<file path="config.mk">
export PLATFORM = sky130hd
export DESIGN_NAME = fetch_unit
export DESIGN_NICKNAME = d
export VERILOG_FILES = /design/src/rtl/fetch_unit.sv
export SDC_FILE = /design/constraint.sdc
export NUM_CORES = 1
export LEC_CHECK = 0
export ABC_AREA = 1
export BUFFER_PORTS_ARGS = -buffer_cell sky130_fd_sc_hd__buf_2
export CELL_PAD_IN_SITES_DETAIL_PLACEMENT = 0
export CELL_PAD_IN_SITES_GLOBAL_PLACEMENT = 1
export CORE_ASPECT_RATIO = 1.2
export CORE_MARGIN = 2
export CORE_UTILIZATION = 35
export CTS_BUF_LIST = sky130_fd_sc_hd__clkbuf_8
export DETAILED_ROUTE_END_ITERATION = 16
export GPL_TIMING_DRIVEN = 0
export PLACE_DENSITY = 0.95
export RECOVER_POWER = 50
export SLEW_MARGIN = 10
export SYNTH_ARGS = -nofsm -noshare
export SYNTH_HDL_FRONTEND = slang
export SYNTH_SLANG_ARGS = --single-unit
</file>
<file path="constraint.sdc">
create_clock -name clk -period 3.9 [get_ports clk]
set_clock_uncertainty 0.2 [all_clocks]
set_input_delay 0.585 -clock clk [delete_from_list [all_inputs] [get_ports clk]]
set_output_delay 0.585 -clock clk [all_outputs]
set_load 0.02 [all_outputs]
</file>
<file path="src/rtl/fetch_unit.sv">
// Instruction fetch stage: owns the PC, drives the combinational program ROM and
// presents one instruction at a time to decode over a valid/ready handshake.
//
// state  | meaning
// IDLE   | after reset, no fetching until start
// RUN    | fetching, up to one instruction per cycle
// DRAIN  | halt seen, waiting for decode to take the pending IR
// HALTED | stopped, resumes at current pc on start with halt low
module fetch_unit #(
  parameter int                ADDR_W   = 8,
  parameter int                INSTR_W  = 16,
  parameter logic [ADDR_W-1:0] RESET_PC = '0
) (
  input  logic               clk,
  input  logic               reset,
  input  logic               start,
  input  logic               halt,
  output logic [ADDR_W-1:0]  rom_addr,
  input  logic [INSTR_W-1:0] rom_data,
  input  logic               redirect,
  input  logic [ADDR_W-1:0]  redirect_pc,
  output logic               instr_valid,
  input  logic               instr_ready,
  output logic [INSTR_W-1:0] instr,
  output logic [ADDR_W-1:0]  instr_pc,
  output logic [4:0]         opcode,
  output logic [2:0]         rd,
  output logic [7:0]         imm,
  output logic               running
);

  typedef enum logic [1:0] {IDLE, RUN, DRAIN, HALTED} state_t;

  state_t             state, state_nxt;
  logic [ADDR_W-1:0]  pc;
  logic [INSTR_W-1:0] ir;
  logic [ADDR_W-1:0]  ir_pc;
  logic               ir_valid;
  logic               take;
  logic               slot_free;
  logic               fetch;

  assign take      = ir_valid & instr_ready;
  assign slot_free = ~ir_valid | take;
  // A redirect or a pending halt suppresses the fetch so the IR ends up empty.
  assign fetch     = (state == RUN) & ~halt & slot_free & ~redirect;

  always_ff @(posedge clk) begin
    if (reset) state <= IDLE;
    else       state <= state_nxt;
  end

  always_comb begin
    state_nxt = state;
    case (state)
      IDLE:    if (start) state_nxt = RUN;
      RUN:     if (halt) state_nxt = (slot_free | redirect) ? HALTED : DRAIN;
      DRAIN:   if (slot_free | redirect) state_nxt = HALTED;
      HALTED:  if (!halt && start) state_nxt = RUN;
      default: state_nxt = IDLE;
    endcase
  end

  always_ff @(posedge clk) begin
    if (reset) begin
      pc       <= RESET_PC;
      ir       <= '0;
      ir_pc    <= '0;
      ir_valid <= 1'b0;
    end else if (redirect) begin
      pc       <= redirect_pc;
      ir_valid <= 1'b0;
    end else if (fetch) begin
      ir       <= rom_data;
      ir_pc    <= pc;
      ir_valid <= 1'b1;
      pc       <= pc + {{(ADDR_W-1){1'b0}}, 1'b1};
    end else if (take) begin
      ir_valid <= 1'b0;
    end
  end

  assign rom_addr    = pc;
  assign instr_valid = ir_valid;
  assign instr       = ir;
  assign instr_pc    = ir_pc;
  assign opcode      = ir[15:11];
  assign rd          = ir[10:8];
  assign imm         = ir[7:0];
  assign running     = (state == RUN);

endmodule

</file>
# ---- Word level (Yosys, flattened, before mapping)
# Cells that the tools add are included.
dict set report word_totals {
  register_bits 35
  input_bits 30
  out_inout_bits 50
}
dict set report classes {
  addsub 1
  n_eq_ne 7
  n_mux 10
  bitwise 9
  reduce_logical 8
}
# op count
set ops {}
lappend ops {{$mux 8} 2}
lappend ops {{$add 8x1->8 const B} 1}
lappend ops {{$mux 2} 4}
lappend ops {{$ne 2x2->1 const B} 4}
lappend ops {{$pmux 2 s4} 1}
lappend ops {{$and 1x1->1} 4}
lappend ops {{$eq 2x2->1 const B} 2}
lappend ops {{$reduce_and 4->1} 1}
lappend ops {{$reduce_bool 2->1} 2}
lappend ops {{$mux 1} 3}
lappend ops {{$not 1->1} 3}
lappend ops {{$eq 2x1->1 const B} 1}
lappend ops {{$logic_not 2->1} 1}
lappend ops {{$or 1x1->1} 2}
lappend ops {{$reduce_and 2->1} 1}
lappend ops {{$reduce_or 2->1} 1}
lappend ops {{$logic_and 1x1->1} 1}
lappend ops {{$logic_not 1->1} 1}

# ---- Depth between registers and ports, before layout
dict set report depth {
  depth_word 6
  ltp_mapped 11
  ltp_nobuf 11
}

# ---- Worst setup path after synthesis
# OpenSTA, ideal clock, no wires.
dict set report synth_timing {
  path_type {register to register}
  from {reg state[1]}
  to {reg pc[7] (netlist: rom_addr[7])}
  setup_time_ns 0.056
  arrival_ns 1.412
  setup_slack_ns 2.231
  path_stages_with_launch 12
  path_buffers 1
  path_cell_list {dfxtp_1 -> inv_1 -> ha_1 -> inv_1 -> nor2_4 -> nand3_4 -> inv_2 -> buf_6 -> nand3_2 -> nand3_1 -> nand2_1 -> inv_1}
}
dict set report synth_between {
  elab_chain_len 5
}
# item line_no
set synth_lines {}
lappend synth_lines {{start: declaration} 34} ;# state_t state, state_nxt;
lappend synth_lines {{start signal: assignment} 50} ;# else state <= state_nxt;
lappend synth_lines {{$eq 2x1->1} --}
lappend synth_lines {{named net running} 29} ;# output logic running
lappend synth_lines {{$and 1x1->1 (3 in series)} 46} ;# assign fetch = (state == RUN) & ~halt & slot_free & ~redirect;
lappend synth_lines {{$reduce_bool 2->1 (no line)} --}
lappend synth_lines {{end signal: assignment} 71} ;# pc <= redirect_pc;
lappend synth_lines {{end signal: assignment} 77} ;# pc <= pc + {{(ADDR_W-1){1'b0}}, 1'b1};
lappend synth_lines {{end: declaration} 35} ;# logic [ADDR_W-1:0] pc;
# The timed path passes the listed nets, and every way through them passes these cells.
# A chain may end at the register's enable or synchronous reset.

# ---- Final worst setup path
dict set report layout_timing {
  from {reg state[1]}
  to {reg pc[7] (netlist: rom_addr[7])}
}
dict set report layout_between {
  elab_chain_len 5
}
# item line_no
set layout_lines {}
lappend layout_lines {{$eq 2x1->1} 46}
lappend layout_lines {{$and 1x1->1 (3 in series)} 46}
lappend layout_lines {{$reduce_bool 2->1 (no line)} --}
# Every way passes these cells.

==> impl_results.md <==
* Total core area at about 0.0046 sq mm
* GRT Overall Usage at 0.1645
* Synth Area in XOR/XNOR at 0
* Clock tree from TritonCTS: done
* Share of synthesized area spent on multiplexers at 0
* GRT overflow at 0
* Number of filler cells placed in the layout at roughly 520
* Kind of path behind the tightest hold check: reg2reg
* Arithmetic-cell share of the synthesized area counting full adders, half adders and majority gates at 0.03676
* Bufs on Longest Clock Path at 2
* Placed cell areas at between 0.002 and 0.0025 sq mm
* Clock slew seen by the registers of the worst setup and hold paths at ~70 ps
* Accumulated negative setup slack at 0 ps
* Number of buffers inserted by post-CTS setup repair at 0
* Setup repair after global routing missed its margin: no
* Average detailed-routed wire length per instance at roughly 11 microns
* Cts bufs inserted at 5
* DPL Wire Length at 3246 microns
* Nets in the synthesized netlist at 270
* Slew at the pin closest to its max-slew limit at around 550 ps
* Vias in the first global route at around 1500
* Buffers added on ports at 77
* Clk root buf: clkbuf_8
* Count of clock tree sinks at 35
* Post-synth top area cell: dfxtp_1
* Final nets at around 350
* Flip-flop and latch count after synthesis at 35
* Static Leakage at between 0.0009 and 0.001 uW
* Complex-gate fraction of the synthesized area at 0.1368
* Worst supply voltage drop on vdd at ~220 uV
* Cell Count, Final, Fillers Out at 378
* Layout Area Growth over Synthesis at 28.90%
* Number of routed nets with antenna violations at 0
* Final Slew Violations at 0
* Count of unresolved DRC violations after routing at 0
* Power, Total at between 1000 and 1500 uW
* Peak fanout along the critical path at 10
* Synthesized-area fraction occupied by and/or/nand/nor cells at 0.2610
* Startpoint kind of the worst setup timing path: flip-flop
* Yosys Warn Count at 0
* Data required, critical path at a little under 4000 ps
* Main combinational cell family by area after synthesis: simple AND/OR/NAND/NOR gates
* WHS at about 270 ps
* Number of synthesized flops with an enable pin at 0
* Die ar. at about 0.0054 sq mm
* Count of standard-cell rows at 27
* Final Wtd Congestion at just under 0.8
* Number of search-and-repair iterations in the first detailed-routing pass at 4
* Result of the run: finished, final reports clean
* Via-to-Cell Ratio at between 4 and 5
* Worst-Skew Late Latency at roughly 280 ps
* CTS H-tree lvls at 2
* Antenna violations before repair at 0
* Largest cells by area after synthesis: dfxtp_1 (41%), nand2_1 (16%), buf_4 (8.4%)
* Worst Path Class, Setup: reg2reg
* Area fraction of the dominant cell type after synthesis at 0.4118
* Synth cell count leaders: nand2_1 (71), dfxtp_1 (35), a21oi_1 (27)
* Final period demand of the worst path at roughly 1900 ps
* Number of distinct library cell variants in the gate-level netlist after synthesis at 22
* Count leader, synth: nand2_1
* Boundary pin count at 80
* Final number of hold-violating endpoints at 0
* Horizontal die dimension at between 60 and 70 microns
* Maximum number of pins on one net before global-route repair at 11
* Fraction of final layout cells with drive strength greater than 1 at 0.2313
* Die height at 80.38 microns
* Initial Utilization at 0.3677
* Number of max-capacitance violations reported at 0
* Fraction of registers with async set or reset after synthesis at 0
* Total Routed Length at approximately 4300 microns
* Number of antenna cells inserted at 0
* Period utilization at 0.4920
* Worst slew margin relative to its limit at 0.6329
* Data arrival time of the worst path at 1960 ps
* Worst setup EP type: flip-flop
* Number of gates resized after CTS at 0
* Global-route wire length before repair at approximately 6600 microns
* Average footprint of a synthesized cell at slightly above 7 sq um
* Prevailing post-synth register cell: dfxtp_1
* Power per cell area at about 470 mW/mm^2
* Area of all placed cells without fillers at around 0.0022 sq mm
* Final setup violating endpoints at 0
* Post-synthesis instance area at 0.001702 sq mm
* Number of standard cells after synthesis at between 200 and 250
* Hold buffer count at CTS at 0
* Number of DRC markers after the initial detailed-route iteration at just over 80
* Cell Count Post-Placement at 370
* Register area share after synthesis at 0.4118
* Total via count in the routed design at approximately 1700
* Upper clock frequency limit at 521.2 MHz
[cell type report]
class | instances | area, sq um | area share
repair buffers | 77 | 339.1 | 0.1546
flip-flops and latches | 35 | 700.7 | 0.3195
plain buffers | 25 | 181.4 | 0.08272
well taps | 58 | 72.57 | 0.03309
clock buffers | 7 | 96.34 | 0.04392
multi-input cells | 155 | 719.4 | 0.3280
clock inverters | 1 | 3.754 | 0.001711
inverters | 20 | 80.08 | 0.03651
[worst paths after layout]
path	start	endpoint	slack, ps	cells after the start
setup reg to reg	state[1]	rom_addr[7]	1980	11
setup / recovery	state[1]	rom_addr[7]	1980	11
hold reg to reg	instr_pc[1]	instr_pc[1]	270	2
hold / removal	instr_pc[1]	instr_pc[1]	270	2
[state kept, by name, summed over array words and instances (netlist names)]
| register | cells |
|---|---|
| rom_addr | 8 |
| instr | 16 |
| state | 2 |
| instr_valid | 1 |
| instr_pc | 8 |
[logic make-up after synthesis]
group | count (synthesis)
simple gates | 106
buf+inv | 45
compound gates | 44
flops | 35
fa+ha+maj | 5
[stage by stage]
stage	utilization	setup slack (ps)
after floorplan	-	2231
after global placement	0.4666	2078
after detailed placement	0.4666	2052
after CTS	0.4882	1993
after global routing	0.4739	1798
final	0.4739	1981
[cell usage in the layout (no fill, tap or decap), drive strengths merged]
master	count
a211oi	2
a21oi	28
a31oi	1
buf	62
clkbuf	47
dfxtp	35
ha	5
inv	21
nand2	71
nand3	9
nand4	2
nor2	24
o21ai	12
o21bai	1
[per-layer routing]
| layer | vias to the layer above | routed length, microns | track usage |
|---|---|---|---|
| li1 | 898 | - | - |
| met5 | - | 0 | 0 |
| met1 | 745 | 1838 | 0.1855 |
| met3 | 5 | 393 | 0.05322 |
| met4 | 0 | 68 | 0.06735 |
| met2 | 60 | 2005 | 0.2794 |
[power breakdown]
group / total [uW] / internal (uW) / switching [uW] / leakage (uW)
clock: 285 / 158 / 126 / 0.0000557
sequential: 432 / 398 / 33.9 / 0.000285
combinational: 314 / 115 / 199 / 0.000656
total: 1030 / 672 / 359 / 0.000997
[critical path: stages (launching register included)]
cell and delay, ps:
dfxtp_1 340, inv_1 80, ha_1 180, inv_1 60, nor2_1 130, nand3_1 290
inv_2 170, buf_6 160, nand3_2 70, nand3_1 80, nand2_1 50, inv_1 50
Note: power is estimated with default switching activity, not from simulation.
